===== config.mk =====
export PLATFORM = sky130hd
export DESIGN_NAME = collision_scanner_flat
export DESIGN_NICKNAME = d
export VERILOG_FILES = /design/src/rtl/collision_scanner_pkg.sv /design/src/rtl/collision_scanner_if.sv /design/src/rtl/collision_scanner_car_span_cmp.sv /design/src/rtl/collision_scanner.sv /design/src/flat_wrapper.sv
export SDC_FILE = /design/constraint.sdc
export NUM_CORES = 1
export LEC_CHECK = 0
export CELL_PAD_IN_SITES_DETAIL_PLACEMENT = 1
export CELL_PAD_IN_SITES_GLOBAL_PLACEMENT = 1
export CORE_MARGIN = 3
export CORE_UTILIZATION = 47
export CTS_BUF_LIST = sky130_fd_sc_hd__clkbuf_8
export DETAILED_ROUTE_END_ITERATION = 10
export GPL_TIMING_DRIVEN = 0
export HOLD_SLACK_MARGIN = 0.08
export PLACE_DENSITY = 0.95
export SETUP_SLACK_MARGIN = 0.15
export SLEW_MARGIN = 20
export SYNTH_ARGS = -nofsm -noshare
export SYNTH_HDL_FRONTEND = slang
export SYNTH_SLANG_ARGS = --single-unit

===== constraint.sdc =====
create_clock -name i_Clk -period 11.8 [get_ports i_Clk]
set_clock_uncertainty 0.1 [all_clocks]
set_input_delay 1.18 -clock i_Clk [delete_from_list [all_inputs] [get_ports i_Clk]]
set_output_delay 1.18 -clock i_Clk [all_outputs]
set_load 0.05 [all_outputs]

===== src/rtl/collision_scanner_pkg.sv =====
// -----------------------------------------------------------------------------
// collision_pkg
//   Shared definitions for the collision scanner slice:
//     - hit-type codes reported on o_Hit_Type
//     - scanner FSM state encoding
//     - the default goal-row wall/slot pattern
//     - the packed result record latched in the DONE state
//   Imported by collision_scanner and its interface users.
// -----------------------------------------------------------------------------
package collision_pkg;

  // Hit type codes
  localparam logic [1:0] HIT_NONE       = 2'd0;
  localparam logic [1:0] HIT_CAR        = 2'd1;
  localparam logic [1:0] HIT_WALL       = 2'd2;
  localparam logic [1:0] HIT_SUPPRESSED = 2'd3;

  // Scanner FSM states
  typedef enum logic [1:0] {
    IDLE = 2'd0,
    SCAN = 2'd1,
    WALL = 2'd2,
    DONE = 2'd3
  } state_e;

  // Goal row pattern: bit c set means column c is a wall, clear means a slot
  localparam logic [19:0] DEFAULT_WALL_MASK = 20'h01B6D;

  // Result presented on the output ports from the o_Done cycle onwards
  typedef struct packed {
    logic       hit;
    logic [1:0] hit_type;
    logic [3:0] idx;
  } result_t;

endpackage


===== src/rtl/collision_scanner_if.sv =====
// -----------------------------------------------------------------------------
// collision_scanner_if
//   Request/result bundle between the frog/car movement logic (master) and
//   the collision scanner (slave).  Clock and reset are not part of the bundle.
//
//   Master -> slave : i_Check, i_Tick, i_Frog_X, i_Frog_Y, i_Car_X, i_Car_Y
//   Slave -> master : o_Busy, o_Done, o_Hit, o_Hit_Type, o_Hit_Idx,
//                     o_In_Grace, o_Hit_Count
//   Car buses are packed, car k at [k*COORD_W +: COORD_W].
// -----------------------------------------------------------------------------
interface collision_scanner_if #(
  parameter int N_CARS  = 5,
  parameter int COORD_W = 6
);
  logic                        i_Check;
  logic                        i_Tick;
  logic [COORD_W-1:0]          i_Frog_X;
  logic [COORD_W-1:0]          i_Frog_Y;
  logic [N_CARS*COORD_W-1:0]   i_Car_X;
  logic [N_CARS*COORD_W-1:0]   i_Car_Y;
  logic                        o_Busy;
  logic                        o_Done;
  logic                        o_Hit;
  logic [1:0]                  o_Hit_Type;
  logic [3:0]                  o_Hit_Idx;
  logic                        o_In_Grace;
  logic [7:0]                  o_Hit_Count;

  modport master (
    output i_Check, i_Tick, i_Frog_X, i_Frog_Y, i_Car_X, i_Car_Y,
    input  o_Busy, o_Done, o_Hit, o_Hit_Type, o_Hit_Idx, o_In_Grace, o_Hit_Count
  );

  modport slave (
    input  i_Check, i_Tick, i_Frog_X, i_Frog_Y, i_Car_X, i_Car_Y,
    output o_Busy, o_Done, o_Hit, o_Hit_Type, o_Hit_Idx, o_In_Grace, o_Hit_Count
  );
endinterface


===== src/rtl/collision_scanner_car_span_cmp.sv =====
// -----------------------------------------------------------------------------
// car_span_cmp
//   Combinational single-car hit comparator.  A car occupies columns
//   car_x .. car_x+CAR_LEN-1 and additionally counts MARGIN columns either
//   side.  Rows must match exactly.
//
//   Build option COLLISION_WRAP_EN:
//     undefined : plain signed comparison in COORD_W+2 bits, no wrap at the
//                 playfield edges (car at 0 never reaches frog at 63).
//     defined   : span and margin are taken modulo GRID_W, so a car near the
//                 right edge also covers the leftmost columns.
//
//   Ports:
//     frog_x_i, frog_y_i : frog position
//     car_x_i,  car_y_i  : car position
//     hit_o              : frog lies inside the car's hit window
// -----------------------------------------------------------------------------
module car_span_cmp #(
  parameter int COORD_W = 6,
  parameter int CAR_LEN = 1,
  parameter int MARGIN  = 1,
  parameter int GRID_W  = 20
) (
  input  logic [COORD_W-1:0] frog_x_i,
  input  logic [COORD_W-1:0] frog_y_i,
  input  logic [COORD_W-1:0] car_x_i,
  input  logic [COORD_W-1:0] car_y_i,
  output logic               hit_o
);

  // Two guard bits: one for sign, one so car_x+reach cannot overflow.
  localparam int DW = COORD_W + 2;
  localparam logic signed [DW-1:0] REACH_HI = DW'(CAR_LEN - 1 + MARGIN);
  localparam logic signed [DW-1:0] MARGIN_S = DW'(MARGIN);

  // The wrap arithmetic needs a nonzero modulus representable in COORD_W bits.
  if (GRID_W < 1 || GRID_W >= (1 << COORD_W)) begin : g_bad_grid
    $error("car_span_cmp: GRID_W must be in 1 .. 2**COORD_W-1");
  end

  logic y_eq;
  assign y_eq = (car_y_i == frog_y_i);

`ifdef COLLISION_WRAP_EN
  localparam logic [COORD_W-1:0]   GRID_C = COORD_W'(GRID_W);
  localparam logic signed [DW-1:0] GRID_S = DW'(GRID_W);

  logic [COORD_W-1:0]   fx_m;
  logic [COORD_W-1:0]   cx_m;
  logic signed [DW-1:0] diff;

  // diff = (frog - car) mod GRID_W, in 0 .. GRID_W-1.  Anything within the
  // forward reach hits, and so does anything within MARGIN behind the car
  // (which shows up as a diff just below GRID_W).
  always_comb begin
    fx_m = frog_x_i % GRID_C;
    cx_m = car_x_i % GRID_C;
    diff = $signed({2'b00, fx_m}) - $signed({2'b00, cx_m});
    if (diff[DW-1]) begin
      diff = diff + GRID_S;
    end
    hit_o = y_eq && ((diff <= REACH_HI) || (diff >= (GRID_S - MARGIN_S)));
  end
`else
  logic signed [DW-1:0] fx_s;
  logic signed [DW-1:0] lo_s;
  logic signed [DW-1:0] hi_s;

  always_comb begin
    fx_s  = $signed({2'b00, frog_x_i});
    lo_s  = $signed({2'b00, car_x_i}) - MARGIN_S;
    hi_s  = $signed({2'b00, car_x_i}) + REACH_HI;
    hit_o = y_eq && (fx_s >= lo_s) && (fx_s <= hi_s);
  end
`endif

endmodule


===== src/rtl/collision_scanner.sv =====
// -----------------------------------------------------------------------------
// collision_scanner
//   Snapshots the frog and all N_CARS car positions on an accepted check
//   request, compares one car per clock, then tests the goal-row wall mask and
//   reports a registered result.  A reported hit opens a grace window of
//   GRACE_TICKS i_Tick pulses during which further hits are reported as
//   suppressed.  Reported hits are counted (saturating at 255).
//
//   Build option COLLISION_WRAP_EN (see car_span_cmp): car spans wrap modulo
//   GRID_W.  Wall logic is the same in both builds.
//
//   Ports:
//     i_Clk     : system clock
//     i_Reset   : asynchronous active-high reset
//     bus       : collision_scanner_if.slave
//                 in : i_Check, i_Tick, i_Frog_X/Y, i_Car_X/Y
//                 out: o_Busy, o_Done, o_Hit, o_Hit_Type, o_Hit_Idx,
//                      o_In_Grace, o_Hit_Count
//
//   Timing: o_Done pulses N_CARS+2 clocks after the edge that accepts
//   i_Check; o_Busy covers the cycle after acceptance through o_Done.
// -----------------------------------------------------------------------------
module collision_scanner
  import collision_pkg::*;
#(
  parameter int                N_CARS      = 5,
  parameter int                COORD_W     = 6,
  parameter int                CAR_LEN     = 1,
  parameter int                MARGIN      = 1,
  parameter int                GRID_W      = 20,
  parameter int                GOAL_ROW    = 0,
  parameter logic [GRID_W-1:0] WALL_MASK   = GRID_W'(DEFAULT_WALL_MASK),
  parameter int                GRACE_TICKS = 8
) (
  input  logic          i_Clk,
  input  logic          i_Reset,
  collision_scanner_if.slave bus
);

  localparam logic [3:0] LAST_IDX = 4'(N_CARS - 1);
  localparam int         GW       = (GRACE_TICKS < 2) ? 1 : $clog2(GRACE_TICKS + 1);
  localparam logic [GW-1:0]      GRACE_LOAD = GW'(GRACE_TICKS);
  localparam logic [COORD_W-1:0] GOAL_Y     = COORD_W'(GOAL_ROW);
  localparam logic [COORD_W:0]   GRID_X     = (COORD_W + 1)'(GRID_W);

  if (N_CARS < 1 || N_CARS > 16) begin : g_bad_ncars
    $error("collision_scanner: N_CARS must be in 1 .. 16");
  end

  // ---------------------------------------------------------------------------
  // State
  // ---------------------------------------------------------------------------
  state_e                    state_q, state_d;
  logic [COORD_W-1:0]        frog_x_q, frog_y_q;
  logic [N_CARS*COORD_W-1:0] car_x_q, car_y_q;
  logic [3:0]                idx_q;
  logic                      found_q;
  logic [3:0]                found_idx_q;
  logic                      wall_q;
  logic                      done_q, done_d;
  result_t                   res_q, res_d;
  logic [7:0]                count_q, count_d;
  logic [GW-1:0]             grace_q, grace_d;

  // o_Done is registered, so the controller is already back in IDLE during
  // the o_Done cycle; done_q keeps that cycle busy so a check there is ignored.
  logic accept;
  assign accept = (state_q == IDLE) && !done_q && bus.i_Check;

  // ---------------------------------------------------------------------------
  // Snapshot unpacking and car selection.  Padded to 16 entries so the 4-bit
  // scan index always addresses a driven element.
  // ---------------------------------------------------------------------------
  logic [COORD_W-1:0] car_x_arr [16];
  logic [COORD_W-1:0] car_y_arr [16];

  for (genvar gi = 0; gi < 16; gi++) begin : g_unpack
    if (gi < N_CARS) begin : g_car
      assign car_x_arr[gi] = car_x_q[gi*COORD_W +: COORD_W];
      assign car_y_arr[gi] = car_y_q[gi*COORD_W +: COORD_W];
    end else begin : g_pad
      assign car_x_arr[gi] = '0;
      assign car_y_arr[gi] = '0;
    end
  end

  logic car_hit;

  car_span_cmp #(
    .COORD_W (COORD_W),
    .CAR_LEN (CAR_LEN),
    .MARGIN  (MARGIN),
    .GRID_W  (GRID_W)
  ) u_cmp (
    .frog_x_i (frog_x_q),
    .frog_y_i (frog_y_q),
    .car_x_i  (car_x_arr[idx_q]),
    .car_y_i  (car_y_arr[idx_q]),
    .hit_o    (car_hit)
  );

  // ---------------------------------------------------------------------------
  // Goal-row wall test.  Columns past the playfield edge count as wall.
  // ---------------------------------------------------------------------------
  logic wall_bit;
  logic wall_cond;

  assign wall_bit  = |(WALL_MASK & (GRID_W'(1) << frog_x_q));
  assign wall_cond = (frog_y_q == GOAL_Y) &&
                     (({1'b0, frog_x_q} >= GRID_X) || wall_bit);

  logic       raw_hit;
  logic [1:0] raw_type;
  assign raw_hit  = found_q || wall_q;
  assign raw_type = found_q ? HIT_CAR : HIT_WALL;

  // ---------------------------------------------------------------------------
  // FSM next state, result, hit counter and grace counter
  // ---------------------------------------------------------------------------
  always_comb begin
    state_d = state_q;
    res_d   = res_q;
    count_d = count_q;
    grace_d = grace_q;
    done_d  = 1'b0;

    if (bus.i_Tick && (grace_q != '0)) begin
      grace_d = grace_q - 1'b1;
    end

    case (state_q)
      IDLE: begin
        if (accept) begin
          state_d = SCAN;
        end
      end
      SCAN: begin
        if (idx_q == LAST_IDX) begin
          state_d = WALL;
        end
      end
      WALL: begin
        state_d = DONE;
      end
      DONE: begin
        state_d = IDLE;
        done_d  = 1'b1;
        if (!raw_hit) begin
          res_d = '{1'b0, HIT_NONE, 4'd0};
        end else if (grace_q == '0) begin
          res_d   = '{1'b1, raw_type, found_idx_q};
          // Overrides any same-cycle tick decrement above.
          grace_d = GRACE_LOAD;
          if (count_q != 8'hFF) begin
            count_d = count_q + 8'd1;
          end
        end else begin
          res_d = '{1'b0, HIT_SUPPRESSED, found_idx_q};
        end
      end
      default: begin
        state_d = IDLE;
      end
    endcase
  end

  always_ff @(posedge i_Clk or posedge i_Reset) begin
    if (i_Reset) begin
      state_q <= IDLE;
      done_q  <= 1'b0;
      res_q   <= '0;
      count_q <= '0;
      grace_q <= '0;
    end else begin
      state_q <= state_d;
      done_q  <= done_d;
      res_q   <= res_d;
      count_q <= count_d;
      grace_q <= grace_d;
    end
  end

  // ---------------------------------------------------------------------------
  // Snapshot and scan datapath
  // ---------------------------------------------------------------------------
  always_ff @(posedge i_Clk or posedge i_Reset) begin
    if (i_Reset) begin
      frog_x_q    <= '0;
      frog_y_q    <= '0;
      car_x_q     <= '0;
      car_y_q     <= '0;
      idx_q       <= '0;
      found_q     <= 1'b0;
      found_idx_q <= '0;
      wall_q      <= 1'b0;
    end else begin
      case (state_q)
        IDLE: begin
          if (accept) begin
            frog_x_q    <= bus.i_Frog_X;
            frog_y_q    <= bus.i_Frog_Y;
            car_x_q     <= bus.i_Car_X;
            car_y_q     <= bus.i_Car_Y;
            idx_q       <= '0;
            found_q     <= 1'b0;
            found_idx_q <= '0;
            wall_q      <= 1'b0;
          end
        end
        SCAN: begin
          idx_q <= idx_q + 4'd1;
          // First hit sticks, so the lowest car index wins.
          if (car_hit && !found_q) begin
            found_q     <= 1'b1;
            found_idx_q <= idx_q;
          end
        end
        WALL: begin
          if (!found_q && wall_cond) begin
            wall_q <= 1'b1;
          end
        end
        default: begin
        end
      endcase
    end
  end

  // ---------------------------------------------------------------------------
  // Outputs
  // ---------------------------------------------------------------------------
  assign bus.o_Busy      = (state_q != IDLE) || done_q;
  assign bus.o_Done      = done_q;
  assign bus.o_Hit       = res_q.hit;
  assign bus.o_Hit_Type  = res_q.hit_type;
  assign bus.o_Hit_Idx   = res_q.idx;
  assign bus.o_In_Grace  = (grace_q != '0);
  assign bus.o_Hit_Count = count_q;

endmodule


===== src/flat_wrapper.sv =====
// flat-port wrapper written by rule: the top's interface ports become plain ports
module collision_scanner_flat import collision_pkg::*;
#(
  parameter int                N_CARS      = 5,
  parameter int                COORD_W     = 6,
  parameter int                CAR_LEN     = 1,
  parameter int                MARGIN      = 1,
  parameter int                GRID_W      = 20,
  parameter int                GOAL_ROW    = 0,
  parameter logic [GRID_W-1:0] WALL_MASK   = GRID_W'(DEFAULT_WALL_MASK),
  parameter int                GRACE_TICKS = 8
)
  (i_Clk, i_Reset, bus_i_Check, bus_i_Tick, bus_i_Frog_X, bus_i_Frog_Y, bus_i_Car_X, bus_i_Car_Y, bus_o_Busy, bus_o_Done, bus_o_Hit, bus_o_Hit_Type, bus_o_Hit_Idx, bus_o_In_Grace, bus_o_Hit_Count);
  collision_scanner_if #(.N_CARS(N_CARS), .COORD_W(COORD_W)) bus_i ();
  input  logic i_Clk;
  input  logic i_Reset;
  input wire logic [$bits(bus_i.i_Check)-1:0] bus_i_Check;
  input wire logic [$bits(bus_i.i_Tick)-1:0] bus_i_Tick;
  input wire logic [$bits(bus_i.i_Frog_X)-1:0] bus_i_Frog_X;
  input wire logic [$bits(bus_i.i_Frog_Y)-1:0] bus_i_Frog_Y;
  input wire logic [$bits(bus_i.i_Car_X)-1:0] bus_i_Car_X;
  input wire logic [$bits(bus_i.i_Car_Y)-1:0] bus_i_Car_Y;
  output wire logic [$bits(bus_i.o_Busy)-1:0] bus_o_Busy;
  output wire logic [$bits(bus_i.o_Done)-1:0] bus_o_Done;
  output wire logic [$bits(bus_i.o_Hit)-1:0] bus_o_Hit;
  output wire logic [$bits(bus_i.o_Hit_Type)-1:0] bus_o_Hit_Type;
  output wire logic [$bits(bus_i.o_Hit_Idx)-1:0] bus_o_Hit_Idx;
  output wire logic [$bits(bus_i.o_In_Grace)-1:0] bus_o_In_Grace;
  output wire logic [$bits(bus_i.o_Hit_Count)-1:0] bus_o_Hit_Count;
  assign bus_i.i_Check = bus_i_Check;
  assign bus_i.i_Tick = bus_i_Tick;
  assign bus_i.i_Frog_X = bus_i_Frog_X;
  assign bus_i.i_Frog_Y = bus_i_Frog_Y;
  assign bus_i.i_Car_X = bus_i_Car_X;
  assign bus_i.i_Car_Y = bus_i_Car_Y;
  assign bus_o_Busy = bus_i.o_Busy;
  assign bus_o_Done = bus_i.o_Done;
  assign bus_o_Hit = bus_i.o_Hit;
  assign bus_o_Hit_Type = bus_i.o_Hit_Type;
  assign bus_o_Hit_Idx = bus_i.o_Hit_Idx;
  assign bus_o_In_Grace = bus_i.o_In_Grace;
  assign bus_o_Hit_Count = bus_i.o_Hit_Count;
  collision_scanner #(.N_CARS(N_CARS), .COORD_W(COORD_W), .CAR_LEN(CAR_LEN), .MARGIN(MARGIN), .GRID_W(GRID_W), .GOAL_ROW(GOAL_ROW), .WALL_MASK(WALL_MASK), .GRACE_TICKS(GRACE_TICKS)) u_core (.i_Clk(i_Clk), .i_Reset(i_Reset), .bus(bus_i));
endmodule

Word-level counts from Yosys, hierarchy flattened --
Index checks and enable logic that the tools add are counted.
Cells by class: $add $sub $neg 5, shift-type cells 1, bitwise logic cells 1, reduce and logical (&&, ||, !) cells 27, eq/ne operators 10, $lt $le $gt $ge 4, mux-type cells 26
Operator list (count):
- binary-select mux 6 bit (select 4 bit) | 2
- 2-to-1 mux 4 bit | 6
- 2-to-1 mux 6 bit | 4
- case mux 4 bit (2 select lines) | 2
- 2-to-1 mux 7 bit | 2
- << shifter 1 x 6 -> 13 bit, first input constant | 1
- OR reduction 9 bit | 1
- adder 8 x 1 -> 8 bit, second input constant | 1
- logical AND 1 bit | 8
- inequality test 2 x 1 -> 1 bit, second input constant | 4
- inequality test 8 bit, second input constant | 1
- case mux 2 bit (4 select lines) | 1
- adder 6 x 1 -> 7 bit, second input constant | 1
- >= comparator 7 bit | 1
- less-or-equal comparator 6 x 7 -> 1 bit | 1
- subtractor 6 x 1 -> 7 bit, second input constant | 1
- == test 6 bit | 1
- >= comparator 6 x 5 -> 1 bit, second input constant | 1
- zero test 6 bit | 1
- 2-to-1 mux 2 bit | 3
- AND reduction 2 bit | 3
- AND reduction 3 bit | 2
- nonzero test 2 bit | 3
- >= comparator 5 bit, second input constant | 1
- other kinds (14) | 22
Storage, ports and cells: output and inout port bits 18, input bits 76, bits in registers 104

Longest topological paths before layout --
word-level depth 11, depth in mapped cells 19, gate-level depth less buffers 17

Modules after synthesis --
A second synthesis with hierarchy kept.
Unflattened totals: cells, all modules 419, area, all modules 5305.1 um^2
By module, submodules not included:
- collision_scanner | cells an instance 361, instances 1, area each 4814.6 um^2
- car_span_cmp | cells an instance 58, instances 1, area each 490.5 um^2

Least setup slack after synthesis --
OpenSTA, ideal clock, no wires.
path type reg2reg, start point register u_core.idx_q[0], end point register u_core.found_idx_q[0], arrival 3.735 ns, setup slack 7.875 ns, buffers on the path 3, cell stages (with the launch flop) 18, cells stage by stage dfrtp_1 clkbuf_8 buf_6 buf_2 mux4_2 a21oi_1 nor2_1 ha_1 o21ai_1 nor2_1 xor2_1 ha_1 a21o_1 a21oi_1 a21o_2 o2111ai_1 or4b_4 o221ai_1
Between the ends: longest elaborated chain between the ends 11
RTL lines:
- start: declaration | line collision_scanner.sv:56 | logic [3:0] idx_q;
- start signal: assignment | line collision_scanner.sv:211 | idx_q <= idx_q + 4'd1;
- inverter 4 -> 5 bit (not written as such) | line collision_scanner.sv:97, collision_scanner.sv:98
- binary-select mux 6 bit (select 4 bit) | line collision_scanner.sv:97 | .car_x_i (car_x_arr[idx_q]),
- 2-to-1 mux 6 bit (not written as such) (2 in series) | line collision_scanner.sv:97
- subtractor 6 x 1 -> 7 bit | line collision_scanner_car_span_cmp.sv:71 | lo_s = $signed({2'b00, car_x_i}) - MARGIN_S;
- >= comparator 7 bit | line collision_scanner_car_span_cmp.sv:73 | hit_o = y_eq && (fx_s >= lo_s) && (fx_s <= hi_s);
- logical AND 1 bit (2 in series) | line collision_scanner_car_span_cmp.sv:73
- logical AND 1 bit | line collision_scanner.sv:213 | if (car_hit && !found_q) begin
- inequality test 2 x 1 -> 1 bit (no line)
- AND reduction 3 bit (no line)
- end signal: assignment | line collision_scanner.sv:215 | found_idx_q <= idx_q;
- end: declaration | line collision_scanner.sv:58 | logic [3:0] found_idx_q;
Several ways; a longest one is shown, not always the timed one. The select of a mux whose other input is x is not followed. A chain may end at the register's enable or synchronous reset.

Worst setup path after layout --
start point register u_core.idx_q[0], end point register u_core.found_idx_q[3]
Between the ends: longest elaborated chain between the ends 11
RTL lines (line):
- inverter 4 -> 5 bit (not written as such) * | collision_scanner.sv:97, collision_scanner.sv:98
- binary-select mux 6 bit (select 4 bit) | collision_scanner.sv:97
- 2-to-1 mux 6 bit (not written as such) (2 in series) | collision_scanner.sv:97
- subtractor 6 x 1 -> 7 bit | collision_scanner_car_span_cmp.sv:71
- >= comparator 7 bit | collision_scanner_car_span_cmp.sv:73
- logical AND 1 bit | collision_scanner_car_span_cmp.sv:73
- logical AND 1 bit * | collision_scanner_car_span_cmp.sv:73
- logical AND 1 bit * | collision_scanner.sv:213
- inequality test 2 x 1 -> 1 bit (no line) *
- AND reduction 3 bit (no line) *
Every way passes the cells marked *; elsewhere a longest branch is shown, timed or not. The select of a mux whose other input is x is not followed.

==> summary.md <==
| Metric | Value |
|---|---|
| Sequential element share of the synthesized area | `between 40% and 50%` |
| Synthesized area | `roughly 5500 µm²` |
| Maximum vdd drop | `~0.00015 V` |
| Number of global-route vias before repair | `~4800` |
| CTS tree | `yes` |
| Max Cap Violations | `0` |
| Worst slew pin tran | `approximately 0.89 ns` |
| Clk Latency, worst-skew pair | `approximately 0.40 ns` |
| Final global-route overflow total | `0` |
| Final count of pins violating max slew | `0` |
| Yosys reg bits | `104` |
| Layout cells sized above 1 | `20.8%` |
| Row count | `39` |
| Critical Path End Type | `flop` |
| H-tree Lvls | `3` |
| Startpoint Class | `flop` |
| Vias/cell | `approximately 5.8` |
| Post-layout min period | `approximately 4.8 ns` |
| Post-Place Cells | `710` |
| Worst EP required | `11.95 ns` |
| Unrepaired setup endpoints after global routing | `false` |
| Synth Area per Inst | `around 12 µm²` |
| Routed WL | `between 15 and 20 mm` |
| Placed Area | `approximately 6700 µm²` |
| Final cell count without fillers | `slightly above 700` |
| Antenna diode count | `0` |
| Fin area | `6850 µm²` |
| Die Ht | `around 110 µm` |
| Detailed Place HPWL | `12.1 mm` |
| DRC viols | `0` |
| WL per Instance | `21.4 µm` |
| RePlAce Congestion | `between 0.8 and 0.9` |
| Slowest stage cell, crit path | `mux4_2` |
| FF-to-FF path depth | `18` |
| Final net count | `slightly below 700` |
| Arr. time, crit path | `roughly 4.9 ns` |
| EDFF count, synth | `0` |
| Clk pin slew, worst setup/hold paths | `0.11 ns` |
| Drt initial violations | `282` |
| Pleak | `approximately 2.9 nW` |
| Total Die Area | `~13000 µm²` |
| Hold depth | `1` |
| Port-buffer cells | `93` |
| Power per cell area | `between 200 and 300 nW/µm²` |
| Netlist cell types | `between 60 and 70` |
| Top FF cell, synth | `dfrtp_1` |
| Async SR Flop Fraction | `100%` |
| Synthesis-to-layout area growth | `23.7%` |
| Cells after Synth | `473` |
| Post-CTS Hold Buffers | `0` |
| Initial antenna violation count | `0` |
| Synth Warn # | `0` |
| Overall routing resource usage | `~25%` |
| Final hold vios | `0` |
| Post-Route Setup TNS | `0 ns` |
| Core area | `11500 µm²` |
| Antenna-violating nets left | `0` |
| Fmax | `between 0.2 and 0.25 GHz` |
| Period utilisation layout | `a little over 40%` |
| Final hold slack | `between 0.4 and 0.5 ns` |
| First drt pass iteration count | `4` |
| CTS root buffer | `clkbuf_8` |
| Die width | `between 100 and 150 µm` |
| Fill cells | `roughly 1200` |
| Setup-failing EPs final | `0` |
| Worst setup path category | `reg2reg` |
| Clock Sinks | `104` |
| Critical Path, Cell by Cell | `clkbuf_8 > buf_6 > buf_2 > mux4_2 > a21oi_1 > nor2_1 > inv_1 > ha_1 > nor3b_1 > nand2_1 > xnor2_1 > ha_1 > nand2_1 > o21ai_0 > a21oi_1 > and2_2 > o41ai_2 > o221ai_1` |
| Crit path max fanout | `10` |
| Clock Path Buffers | `2` |
| CTS buffer count | `9` |
| Slew HR | `between 40% and 50%` |
| Worst min-delay path class | `reg2reg` |
| Post-cts sizing count | `0` |
| Slowest stage delay, CP | `roughly 0.56 ns` |
| Post-CTS setup repair buffer count | `0` |
| Via count | `4199` |
| Outcome | `finished, final reports clean` |
| Largest net degree at the start of global routing | `65` |
| Starting Density | `48.3%` |
| Synthesized Nets | `between 500 and 600` |
| I/O pins | `94` |
| First-pass GRT wire length | `about 25 mm` |
## worst paths after layout
kind                                        endpoint                      start  slack (ns)
hold / removal             u_core.bus.o_Hit_Count[7]  u_core.bus.o_Hit_Count[7]        0.41
setup reg to reg               u_core.found_idx_q[3]            u_core.idx_q[0]        7.04
hold reg to reg            u_core.bus.o_Hit_Count[7]  u_core.bus.o_Hit_Count[7]        0.41
setup / recovery               u_core.found_idx_q[3]            u_core.idx_q[0]        7.04
min in group asynchronous          u_core.state_q[0]                    i_Reset        1.05
max in group asynchronous         u_core.car_x_q[11]                    i_Reset        9.88
## where the power goes
| group | switching [mW] | internal (mW) | total (mW) |
|---|---|---|---|
| sequential | 0.133 | 0.522 | 0.655 |
| combinational | 0.622 | 0.522 | 1.14 |
| clock | 0.126 | 0.0813 | 0.207 |
## cells by family after synthesis
| family | Yosys count | share of synthesized area (%) |
|---|---|---|
| mux | 102 | 20.4 |
| xor+xnor | 16 | 2.53 |
| simple gates | 93 | 9.35 |
| flops | 104 | 47.0 |
| buf+inv | 49 | 4.97 |
| fa+ha+maj | 22 | 4.97 |
| compound gates | 87 | 10.8 |
## synthesized netlist by cell type, types with 3 or more instances
| cell | instances | area share (%) |
|---|---|---|
| inv_1 | 27 | 1.8 |
| nand2_1 | 23 | 1.6 |
| nor3_1 | 5 | 0.45 |
| a21o_1 | 3 | 0.41 |
| dfrtp_1 | 104 | 47 |
| ha_1 | 22 | 5.0 |
| xor2_1 | 6 | 0.95 |
| clkbuf_1 | 6 | 0.41 |
| mux2_2 | 76 | 15 |
| o31ai_1 | 4 | 0.54 |
| o22ai_1 | 7 | 0.79 |
| o21ai_0 | 25 | 2.3 |
| clkbuf_8 | 4 | 0.99 |
| buf_1 | 3 | 0.20 |
| o221ai_1 | 4 | 0.63 |
| a21oi_1 | 18 | 1.6 |
| xnor2_1 | 10 | 1.6 |
| nand4_1 | 4 | 0.45 |
| o311ai_0 | 4 | 0.63 |
| nor2_1 | 18 | 1.2 |
| mux2i_1 | 25 | 4.5 |
| buf_6 | 6 | 1.2 |
| and2_1 | 3 | 0.34 |
| nand2b_1 | 4 | 0.45 |
| nand3_1 | 13 | 1.2 |
## sequential cells by signal, indices dropped and copies added, names as in the netlist, 2 cells and up
| register | count |
|---|---|
| u_core.car_y_q | 30 |
| u_core.state_q | 2 |
| u_core.bus.o_Hit_Type | 2 |
| u_core.frog_x_q | 6 |
| u_core.bus.o_Hit_Idx | 4 |
| u_core.grace_q | 4 |
| u_core.frog_y_q | 6 |
| u_core.car_x_q | 30 |
| u_core.found_idx_q | 4 |
| u_core.idx_q | 4 |
| u_core.bus.o_Hit_Count | 8 |
## cell type report
class                      instances  area (µm²)  area share [%]
inverter                          27         106            1.55
clock buffer                      10         138            2.01
multi-input combinational        320        2660            38.8
timing repair buffer              94         958            14.0
sequential                       104        2600            38.0
tap                              143         179            2.61
clock inverter                     5        33.8           0.493
buffer                            22         174            2.54
## stage by stage
step | utilization (%) | setup WS (ns) | power (mW)
3_5_place_dp | 58.3 | 7.15 | 1.80
6_report | 59.7 | 7.04 | 2.01
3_3_place_gp | 58.0 | 6.28 | 1.68
5_1_grt | 59.7 | 6.79 | 2.15
2_1_floorplan | - | 7.79 | 1.45
4_1_cts | 59.7 | 7.07 | 2.02
## worst max-delay path, delay by kind of cell (launching register included)
| family | cells | cell delay, ns |
|---|---|---|
| DFF | 1 | 0.41 |
| xor gates and xnor gates | 1 | 0.15 |
| buffers and inverters | 4 | 0.75 |
| adders and majority gates | 2 | 0.49 |
| AOI/OAI and AO/OA | 5 | 1.23 |
| and+or+nand+nor | 5 | 0.91 |
| muxes | 1 | 0.56 |
## layer usage
layer | share of wire, % | vias to the layer above | track usage [%]
li1 | - | 1908 | -
met1 | 38 | 2141 | 28.1
met2 | 54 | 109 | 44.6
met3 | 4.0 | 41 | 4.81
met4 | 3.6 | 0 | 10.9
met5 | 0 | - | 0
## cells in the final DEF, fill, tap and decap left out, drive strengths merged, types with 10 or more instances in the layout
| cell | count |
|---|---|
| mux2i | 25 |
| ha | 22 |
| xnor2 | 10 |
| mux2 | 76 |
| dfrtp | 104 |
| a21oi | 19 |
| nand3 | 13 |
| nor2 | 18 |
| o21ai | 26 |
| buf | 13 |
| clkdlybuf4s50 | 93 |
| nand2 | 23 |
| clkbuf | 20 |
| inv | 30 |
(Power assumes the default switching activity.)
